--- config.mk ---
export PLATFORM = sky130hd
export DESIGN_NAME = imm_extend_pipe
export DESIGN_NICKNAME = d
export VERILOG_FILES = /design/src/rtl/ext_pkg.sv /design/src/rtl/ext_stage.sv /design/src/rtl/imm_extend_pipe.sv
export SDC_FILE = /design/constraint.sdc
export NUM_CORES = 1
export LEC_CHECK = 0
export ABC_AREA = 1
export CAP_MARGIN = 15
export CELL_PAD_IN_SITES_DETAIL_PLACEMENT = 0
export CELL_PAD_IN_SITES_GLOBAL_PLACEMENT = 2
export CORE_MARGIN = 2
export CORE_UTILIZATION = 27
export CTS_CLUSTER_DIAMETER = 200
export DETAILED_ROUTE_END_ITERATION = 12
export PLACE_DENSITY = 0.78
export RECOVER_POWER = 50
export SYNTH_ARGS = -nofsm -noshare
export SYNTH_HDL_FRONTEND = slang
export SYNTH_SLANG_ARGS = --single-unit
--- constraint.sdc ---
create_clock -name CLK -period 1.56 [get_ports CLK]
set_clock_uncertainty 0.2 [all_clocks]
set_input_delay 0.156 -clock CLK [delete_from_list [all_inputs] [get_ports CLK]]
set_output_delay 0.156 -clock CLK [all_outputs]
set_load 0.1 [all_outputs]
--- src/rtl/ext_pkg.sv ---
// Extension mode codes and the shared immediate-extension function used by
// the operand pipeline.
package ext_pkg;

    localparam logic [1:0] EXT_ZERO   = 2'b00;
    localparam logic [1:0] EXT_SIGN   = 2'b01;
    localparam logic [1:0] EXT_LUI    = 2'b10;
    localparam logic [1:0] EXT_BRANCH = 2'b11;

    // Widest result the function can produce; callers truncate to their OUT_W.
    localparam int EXT_MAX_W = 64;

    function automatic logic [EXT_MAX_W-1:0] ext_calc(
        input logic [1:0]           mode,
        input logic [EXT_MAX_W-1:0] ime,
        input int                   in_w,
        input int                   out_w
    );
        logic [EXT_MAX_W-1:0] zx;
        logic [EXT_MAX_W-1:0] sx;
        logic                 sgn;
        sgn = 1'b0;
        for (int i = 0; i < EXT_MAX_W; i++) begin
            if (i == in_w - 1) sgn = ime[i];
        end
        for (int i = 0; i < EXT_MAX_W; i++) begin
            zx[i] = (i < in_w) ? ime[i] : 1'b0;
            sx[i] = (i < in_w) ? ime[i] : sgn;
        end
        case (mode)
            EXT_ZERO: ext_calc = zx;
            EXT_SIGN: ext_calc = sx;
            EXT_LUI:  ext_calc = zx << (out_w - in_w);
            default:  ext_calc = sx << 2;
        endcase
    endfunction

endpackage

--- src/rtl/ext_stage.sv ---
// One valid/data slice of the immediate pipeline; data only moves with a
// valid entry so the last stage holds its value once the pipe drains.
module ext_stage #(
    parameter int W = 32
) (
    input  logic         clk_i,
    input  logic         rst_i,
    input  logic         clr_i,
    input  logic         load_i,
    input  logic         vld_i,
    input  logic [W-1:0] data_i,
    output logic         vld_o,
    output logic [W-1:0] data_o
);

    logic         vld_q;
    logic         vld_d;
    logic [W-1:0] data_q;
    logic [W-1:0] data_d;

    always_comb begin
        vld_d  = vld_q;
        data_d = data_q;
        if (clr_i) begin
            vld_d = 1'b0;
        end else if (load_i) begin
            vld_d = vld_i;
            if (vld_i) data_d = data_i;
        end
    end

    always_ff @(posedge clk_i) begin
        if (rst_i) begin
            vld_q  <= 1'b0;
            data_q <= '0;
        end else begin
            vld_q  <= vld_d;
            data_q <= data_d;
        end
    end

    assign vld_o  = vld_q;
    assign data_o = data_q;

endmodule

--- src/rtl/imm_extend_pipe.sv ---
// Immediate extender feeding the ALU-B / PC-adder muxes through a DEPTH-stage
// valid/ready pipeline with flush.
module imm_extend_pipe
    import ext_pkg::*;
#(
    parameter int IN_W  = 16,
    parameter int OUT_W = 32,
    parameter int DEPTH = 2
) (
    input  logic             CLK,
    input  logic             Reset,
    input  logic             Flush,
    input  logic [1:0]       ExtMode,
    input  logic [IN_W-1:0]  ime,
    input  logic             in_valid,
    output logic             in_ready,
    output logic [OUT_W-1:0] exten,
    output logic             out_valid,
    input  logic             out_ready
);

    logic [DEPTH:0]   load;
    logic [DEPTH-1:0] vld;
    logic [OUT_W-1:0] data [DEPTH];
    logic [OUT_W-1:0] ext_d;

    assign ext_d = OUT_W'(ext_calc(ExtMode, EXT_MAX_W'(ime), IN_W, OUT_W));

    // Ready chain: a stage can load when empty or when the stage ahead moves.
    always_comb begin
        load        = '0;
        load[DEPTH] = out_ready;
        for (int k = DEPTH - 1; k >= 0; k--) begin
            load[k] = !vld[k] || load[k+1];
        end
    end

    assign in_ready = load[0] && !Flush && !Reset;

    for (genvar k = 0; k < DEPTH; k++) begin : g_stage
        logic             vld_in;
        logic [OUT_W-1:0] data_in;
        if (k == 0) begin : g_head
            assign vld_in  = in_valid && in_ready;
            assign data_in = ext_d;
        end else begin : g_tail
            assign vld_in  = vld[k-1];
            assign data_in = data[k-1];
        end
        ext_stage #(.W(OUT_W)) u_stage (
            .clk_i  (CLK),
            .rst_i  (Reset),
            .clr_i  (Flush),
            .load_i (load[k]),
            .vld_i  (vld_in),
            .data_i (data_in),
            .vld_o  (vld[k]),
            .data_o (data[k])
        );
    end

    assign exten     = data[DEPTH-1];
    assign out_valid = vld[DEPTH-1];

endmodule

==> impl_metrics.csv, run 1 <==
group,metric,value,unit
die,fp.dieW,107.2,µm
die,initial_utilization,27.88,%
placement,dp.cells,620,
sta,slew_violations,0,
cells_and_area,nets,518,
worst_setup_path,end_kind,"primary output",
sta,max_freq,672.1,MHz
worst_setup_path,worstPathCellList,"nand3_4 -> nand2_4 -> clkinvlp_4 -> buf_12",
routing,drt-initial-drc-count,126,
pwr,finalPower,4.137,mW
min_path,hold_start,"Flush",
routing,dr.pass1.iters,4,
routing,drc_errors,0,
logic_synthesis,synth_nets,457,
worst_setup_path,required,1.20,ns
cells_and_area,drive_above_1_share,16.40,%
die,rows,37,
pwr,ir_drop,362.8,µV
logic_synthesis,synth_cell_type_count,16,
logic_synthesis,yosysSeqAreaShare,45.91,%
worst_setup_path,worstSetupPathType,"reg -> out",
min_path,hold_path_class,"in -> reg",
outcome,status,"complete, no violations",
sta,period_minus_slack,1.488,ns
sta,worst_hold_slack,0.2296,ns
clock_network,cts_root_buf,"clkbuf_8",
logic_synthesis,syn_area_per_cell,6.631,µm²
clock_network,worstSkewPairLatency,0.34,ns
placement,io_buffers,56,
die,die_h,107.2,µm
sta,grt_setup_unrepaired,"no",
grt,grt_overflow,0,
clock_network,cts_made_buffers,9,
clock_network,clock_path_buffers,2,
worst_setup_path,reg2reg_to,"g_stage[0].u_stage.data_o[20]$_SDFFE_PP0P_",
logic_synthesis,synth_area,2878,µm²
worst_setup_path,r2r_start,"g_stage[1].u_stage.vld_o$_SDFFE_PP0P_",
worst_setup_path,worstPathArrival,1.13,ns
clock_network,cts_tree,"yes",
worst_setup_path,crit_path_start_kind,"register",
cells_and_area,stdcell_count,636,
clock_network,clock_sinks,66,
sta,fin_crit_sh,95.38,%
placement,place_ws,-0.1569,ns
placement,placed_area,4070,µm²
grt,grt_pass1_vias,2672,
routing,vias,2678,
min_path,hold_depth,5,
grt,antenna_found_initial,0,
die,io_pins,57,
sta,setup_viol_count_final,0,
cells_and_area,final_area,3923,µm²
logic_synthesis,yosysWarnings,0,
pwr,p_leak,1.858,nW
routing,vias_per_cell,4.211,
pwr,p_per_area,1055,nW/µm²
clock_network,clk_pin_slew,0.07,ns
worst_setup_path,crit_fanout,3,
clock_network,h-tree-depth,3,
die,die_area,11500,µm²
grt,track_usage,13.84,%
worst_setup_path,slowest_delay,0.36,ns
sta,worst_slack,0.07202,ns
worst_setup_path,r2r_setup_slack,0.10,ns
die,core-area,10320,µm²
grt,grt_first_pass_wirelength,12.72,mm
grt,grt_max_degree,45,
worst_setup_path,slowest_stage,"dfxtp_4",
routing,postRouteAntennaNets,0,
sta,fin_tns_setup,0,ns
routing,drt-total-wl,7.247,mm
sta,finalHoldViolCount,0,
min_path,min_to,"g_stage[0].u_stage.vld_o$_SDFFE_PP0P_",
logic_synthesis,ys_ff_latch,66,
cells_and_area,diodes,0,
cells_and_area,utilization,38.00,%
worst_setup_path,rr_worst_depth,5,
sta,tightest_slew,0.3065,ns
logic_synthesis,syn_inst,434,
sta,maxSlewHeadroom,79.68,%
placement,dpl.hpwl,5.363,mm
cells_and_area,syn2layout_area_growth,36.30,%
flow_run,drv_cap,0,
placement,gp_congestion,0.8290,
routing,wl_per_cell,11.39,µm
cells by family after synthesis:
kind of cell           count (synthesis)  share of synthesized area (%)
DFF                                   66                          45.91
AOI/OAI and AO/OA                     49                          9.000
and+or+nand+nor                      238                          33.61
buffers and inverters                 81                          11.48
where the power goes:
group	leakage (nW)	total [mW]	internal, mW	switching [mW]
sequential	0.538	1.76	1.74	0.0257
combinational	1.19	0.514	0.194	0.320
clock	0.132	1.86	1.20	0.659
total	1.86	4.14	3.13	1.00
worst max-delay path by stage:
| stage | start | endpoint | cells past startpoint |
|---|---|---|---|
| 5_1_grt | g_stage[1].u_stage.vld_o$_SDFFE_PP0P_ | in_ready | 4 |
| 2_1_floorplan | g_stage[1].u_stage.vld_o$_SDFFE_PP0P_ | in_ready | 3 |
| 3_5_place_dp | ExtMode[0] | g_stage[0].u_stage.data_o[18]$_SDFFE_PP0P_ | 6 |
| 4_1_cts | g_stage[0].u_stage.vld_o$_SDFFE_PP0P_ | in_ready | 4 |
| 3_3_place_gp | ExtMode[0] | g_stage[0].u_stage.data_o[18]$_SDFFE_PP0P_ | 6 |
| 6_report | g_stage[1].u_stage.vld_o$_SDFFE_PP0P_ | in_ready | 4 |
cell usage in the layout (no fill, tap or decap):
master             n
clkdlybuf4s50_1   20
nor2_4             1
clkbuf_1           1
clkinv_2           1
nand3_4            1
a21oi_1            3
bufinv_16          3
dfxtp_1           64
o21ai_1            5
nand2_4            1
o21ai_0           30
clkbuf_8          10
buf_4             15
dlygate4sd2_1      2
inv_1             50
nand2_2            1
dfxtp_4            1
clkinvlp_4         1
nand3_2            2
nand4_1            2
clkbuf_4          32
nand2_1           69
clkbuf_16          1
dfxtp_2            1
inv_2              4
o22ai_1           11
nor2_1           127
buf_12             7
nand3_1           34
critical path: cells and delay by family (launching register included):
| family | cells | cell delay, ns |
|---|---|---|
| flops | 1 | 0.36 |
| buf+inv | 2 | 0.26 |
| simple gates | 2 | 0.16 |
registers in the layout (all words and copies together), names as in the netlist:
| name | flops |
|---|---|
| g_stage.u_stage.data_o | 64 |
| g_stage.u_stage.vld_o | 2 |
synthesized netlist by cell type (all sizes together):
cell type	instances	area share, %
clkbuf	9	1.2
nand4	2	0.43
dfxtp	66	46
a21oi	3	0.52
nand2	71	9.3
nor2	128	17
o22ai	11	2.4
buf	17	3.1
inv	55	7.2
o21ai	35	6.1
nand3	37	7.0
repair_timing:
item	CTS	global route
setup endpoints to repair	1	5
resized for setup	5	6
hold buffers	0	0
buffers inserted	1	0
layout make-up:
| cell class | count | area [µm²] |
|---|---|---|
| flip-flops and latches | 66 | 1326 |
| inverters | 55 | 210.2 |
| multi-input cells | 287 | 1244 |
| well taps | 136 | 170.2 |
| fillers | 1123 | 6401 |
| clock buffers | 12 | 166.4 |
| clock inverters | 4 | 95.09 |
| repair buffers | 76 | 710.7 |
per-layer routing:
layer  wire, µm  share of wire [%]  global-route usage, %
met5          0                  0                      0
met4         97                1.3                  5.566
met3        348                4.8                  2.553
met2       3209                 44                  21.88
met1       3591                 50                  18.56
Power figures use the tool's default switching activity.
==> run 2: changes to the inputs <==
--- a/config.mk
+++ b/config.mk
@@ -9,11 +9,11 @@
 export CAP_MARGIN = 15
 export CELL_PAD_IN_SITES_DETAIL_PLACEMENT = 0
 export CELL_PAD_IN_SITES_GLOBAL_PLACEMENT = 2
-export CORE_MARGIN = 2
-export CORE_UTILIZATION = 27
+export CORE_UTILIZATION = 33
 export CTS_CLUSTER_DIAMETER = 200
 export DETAILED_ROUTE_END_ITERATION = 12
-export PLACE_DENSITY = 0.78
+export DONT_BUFFER_PORTS = 1
+export PLACE_DENSITY = 0.77
 export RECOVER_POWER = 50
 export SYNTH_ARGS = -nofsm -noshare
 export SYNTH_HDL_FRONTEND = slang
==> run 2 against run 1 <==
Against the previous run: the run now ends with hold timing left; sequential power about the same; worst setup slack worse by 0.049 ns; hold slack worse by 0.31 ns; design area down 1.1%; total power down 14%; fmax down 3.2%; global-route usage up 3.9 points; first-iteration DRC count down 44%; final cell count down 3.5%; utilization up 8.5 points; via count up 2.3%; count of clock-buffer cells in the layout down 2; largest cell class unchanged; largest power group is now sequential cells.
==> impl_metrics.csv, run 2 (synthesis gave the netlist of run 1 again) <==
group,metric,value,unit
sta,worst_hold_slack,-0.08439,ns
cells_and_area,utilization,46.49,%
die,rows,33,
outcome,violations,"hold timing",
die,initial_utilization,34.50,%
sta,max_freq,650.4,MHz
grt,grt_max_degree,65,
cells_and_area,nets,527,
sta,period_minus_slack,1.537,ns
cells_and_area,layout_commonest_cell,"nor2_1",
placement,io_buffers,0,
pwr,p_per_area,915.4,nW/µm²
clock_network,clk_pin_slew,0.07,ns
cells_and_area,diodes,0,
placement,gp_congestion,0.7818,
routing,drt-total-wl,7.401,mm
outcome,status,"finished, violations left",
clock_network,clock_path_buffers,2,
sta,tightest_slew,0.4840,ns
worst_setup_path,crit_path_start_kind,"primary input",
cells_and_area,largest_reg_flops,64,
routing,vias,2739,
grt,track_usage,17.76,%
sta,fin_crit_sh,98.55,%
sta,setup_viol_count_final,0,
worst_setup_path,crit_fanout,2,
routing,wl_per_cell,12.05,µm
pwr,ir_drop,372.7,µV
min_path,hold_path_class,"in -> reg",
clock_network,clock_sinks,66,
routing,postRouteAntennaNets,0,
grt,grt_overflow,0,
cells_and_area,syn2layout_area_growth,34.74,%
worst_setup_path,worstPathArrival,1.58,ns
sta,finalHoldViolCount,3,
sta,slew_violations,0,
clock_network,cts_root_buf,"clkbuf_8",
worst_setup_path,end_kind,"register",
grt,grt_first_pass_wirelength,12.18,mm
die,fp.dieW,95.39,µm
clock_network,cts_tree,"yes",
worst_setup_path,worstSetupPathType,"in -> reg",
flow_run,drv_cap,0,
grt,grt_pass1_vias,2606,
pwr,p_leak,1.843,nW
die,core-area,8341,µm²
pwr,finalPower,3.549,mW
sta,maxSlewHeadroom,67.96,%
clock_network,h-tree-depth,3,
routing,vias_per_cell,4.461,
die,io_pins,57,
cells_and_area,drive_above_1_share,14.73,%
die,die_area,9098,µm²
routing,drc_errors,0,
clock_network,worstSkewPairLatency,0.35,ns
routing,dr.pass1.iters,4,
sta,fin_tns_setup,0,ns
clock_network,cts_made_buffers,9,
die,die_h,95.39,µm
sta,grt_setup_unrepaired,"yes",
routing,drt-initial-drc-count,70,
placement,dpl.hpwl,4.716,mm
worst_setup_path,required,1.60,ns
grt,antenna_found_initial,0,
cells_and_area,most-common-layout-cells,"124 x nor2_1, 70 x nand2_1, 64 x dfxtp_1",
run 2: final timing paths:
check,endpoint,slack [ns],depth (start not counted),startpoint
worst min-delay path,g_stage[0].u_stage.data_o[26]$_SDFFE_PP0P_,-0.08,4,ExtMode[1]
worst max-delay path,g_stage[0].u_stage.data_o[4]$_SDFFE_PP0P_,0.02,6,ime[2]
worst max register to register,g_stage[0].u_stage.vld_o$_SDFFE_PP0P_,0.11,3,g_stage[1].u_stage.vld_o$_SDFFE_PP0P_
worst min register to register,g_stage[1].u_stage.data_o[31]$_SDFFE_PP0P_,0.28,2,g_stage[1].u_stage.data_o[31]$_SDFFE_PP0P_
run 2: what timing repair did:
item	4_1_cts	5_1_grt
gates resized for setup	2	8
pin swaps	0	10
setup endpoints to repair	1	14
buffers inserted	0	1
endpoints found under the hold margin	47	7
hold buffers	49	5
run 2: layer usage:
metal  vias to the layer above  wire length [µm]  track usage [%]
met5                         -                 0                0
met2                        42              3362            27.86
met4                         0               113            6.841
met1                      1213              3580            22.40
li1                       1474                 -                -
met3                        10               345            6.061
run 2: critical path, cell delays in order:
cell and delay [ns]:
dlygate4sd3_1 0.57, inv_2 0.07, o22ai_1 0.07, dlygate4sd3_1 0.57, nor2_1 0.09, nor2_1 0.05
run 2: where the power goes:
part	internal (mW)	leakage, nW	switching [mW]
combinational	0.195	1.22	0.300
clock	0.619	0.0890	0.672
sequential	1.74	0.538	0.0258
run 2: final cells by class:
| class | instances | area, µm² |
|---|---|---|
| fill | 920 | 4463 |
| sequential | 66 | 1326 |
| multi-input combinational | 287 | 1259 |
| inverter | 55 | 210.2 |
| clock inverter | 6 | 40.04 |
| timing repair buffer | 85 | 773.2 |
| tap | 105 | 131.4 |
| clock buffer | 10 | 137.6 |
run 2: through the flow:
stage	cell area, µm²	setup WS [ns]	instances
detailed placement	3243	0.1709	553
global placement	3243	0.1810	553
global route	3877	-0.004727	614
floorplan	2898	0.01332	434
finish	3877	0.02255	614
CTS	3915	0.01582	618
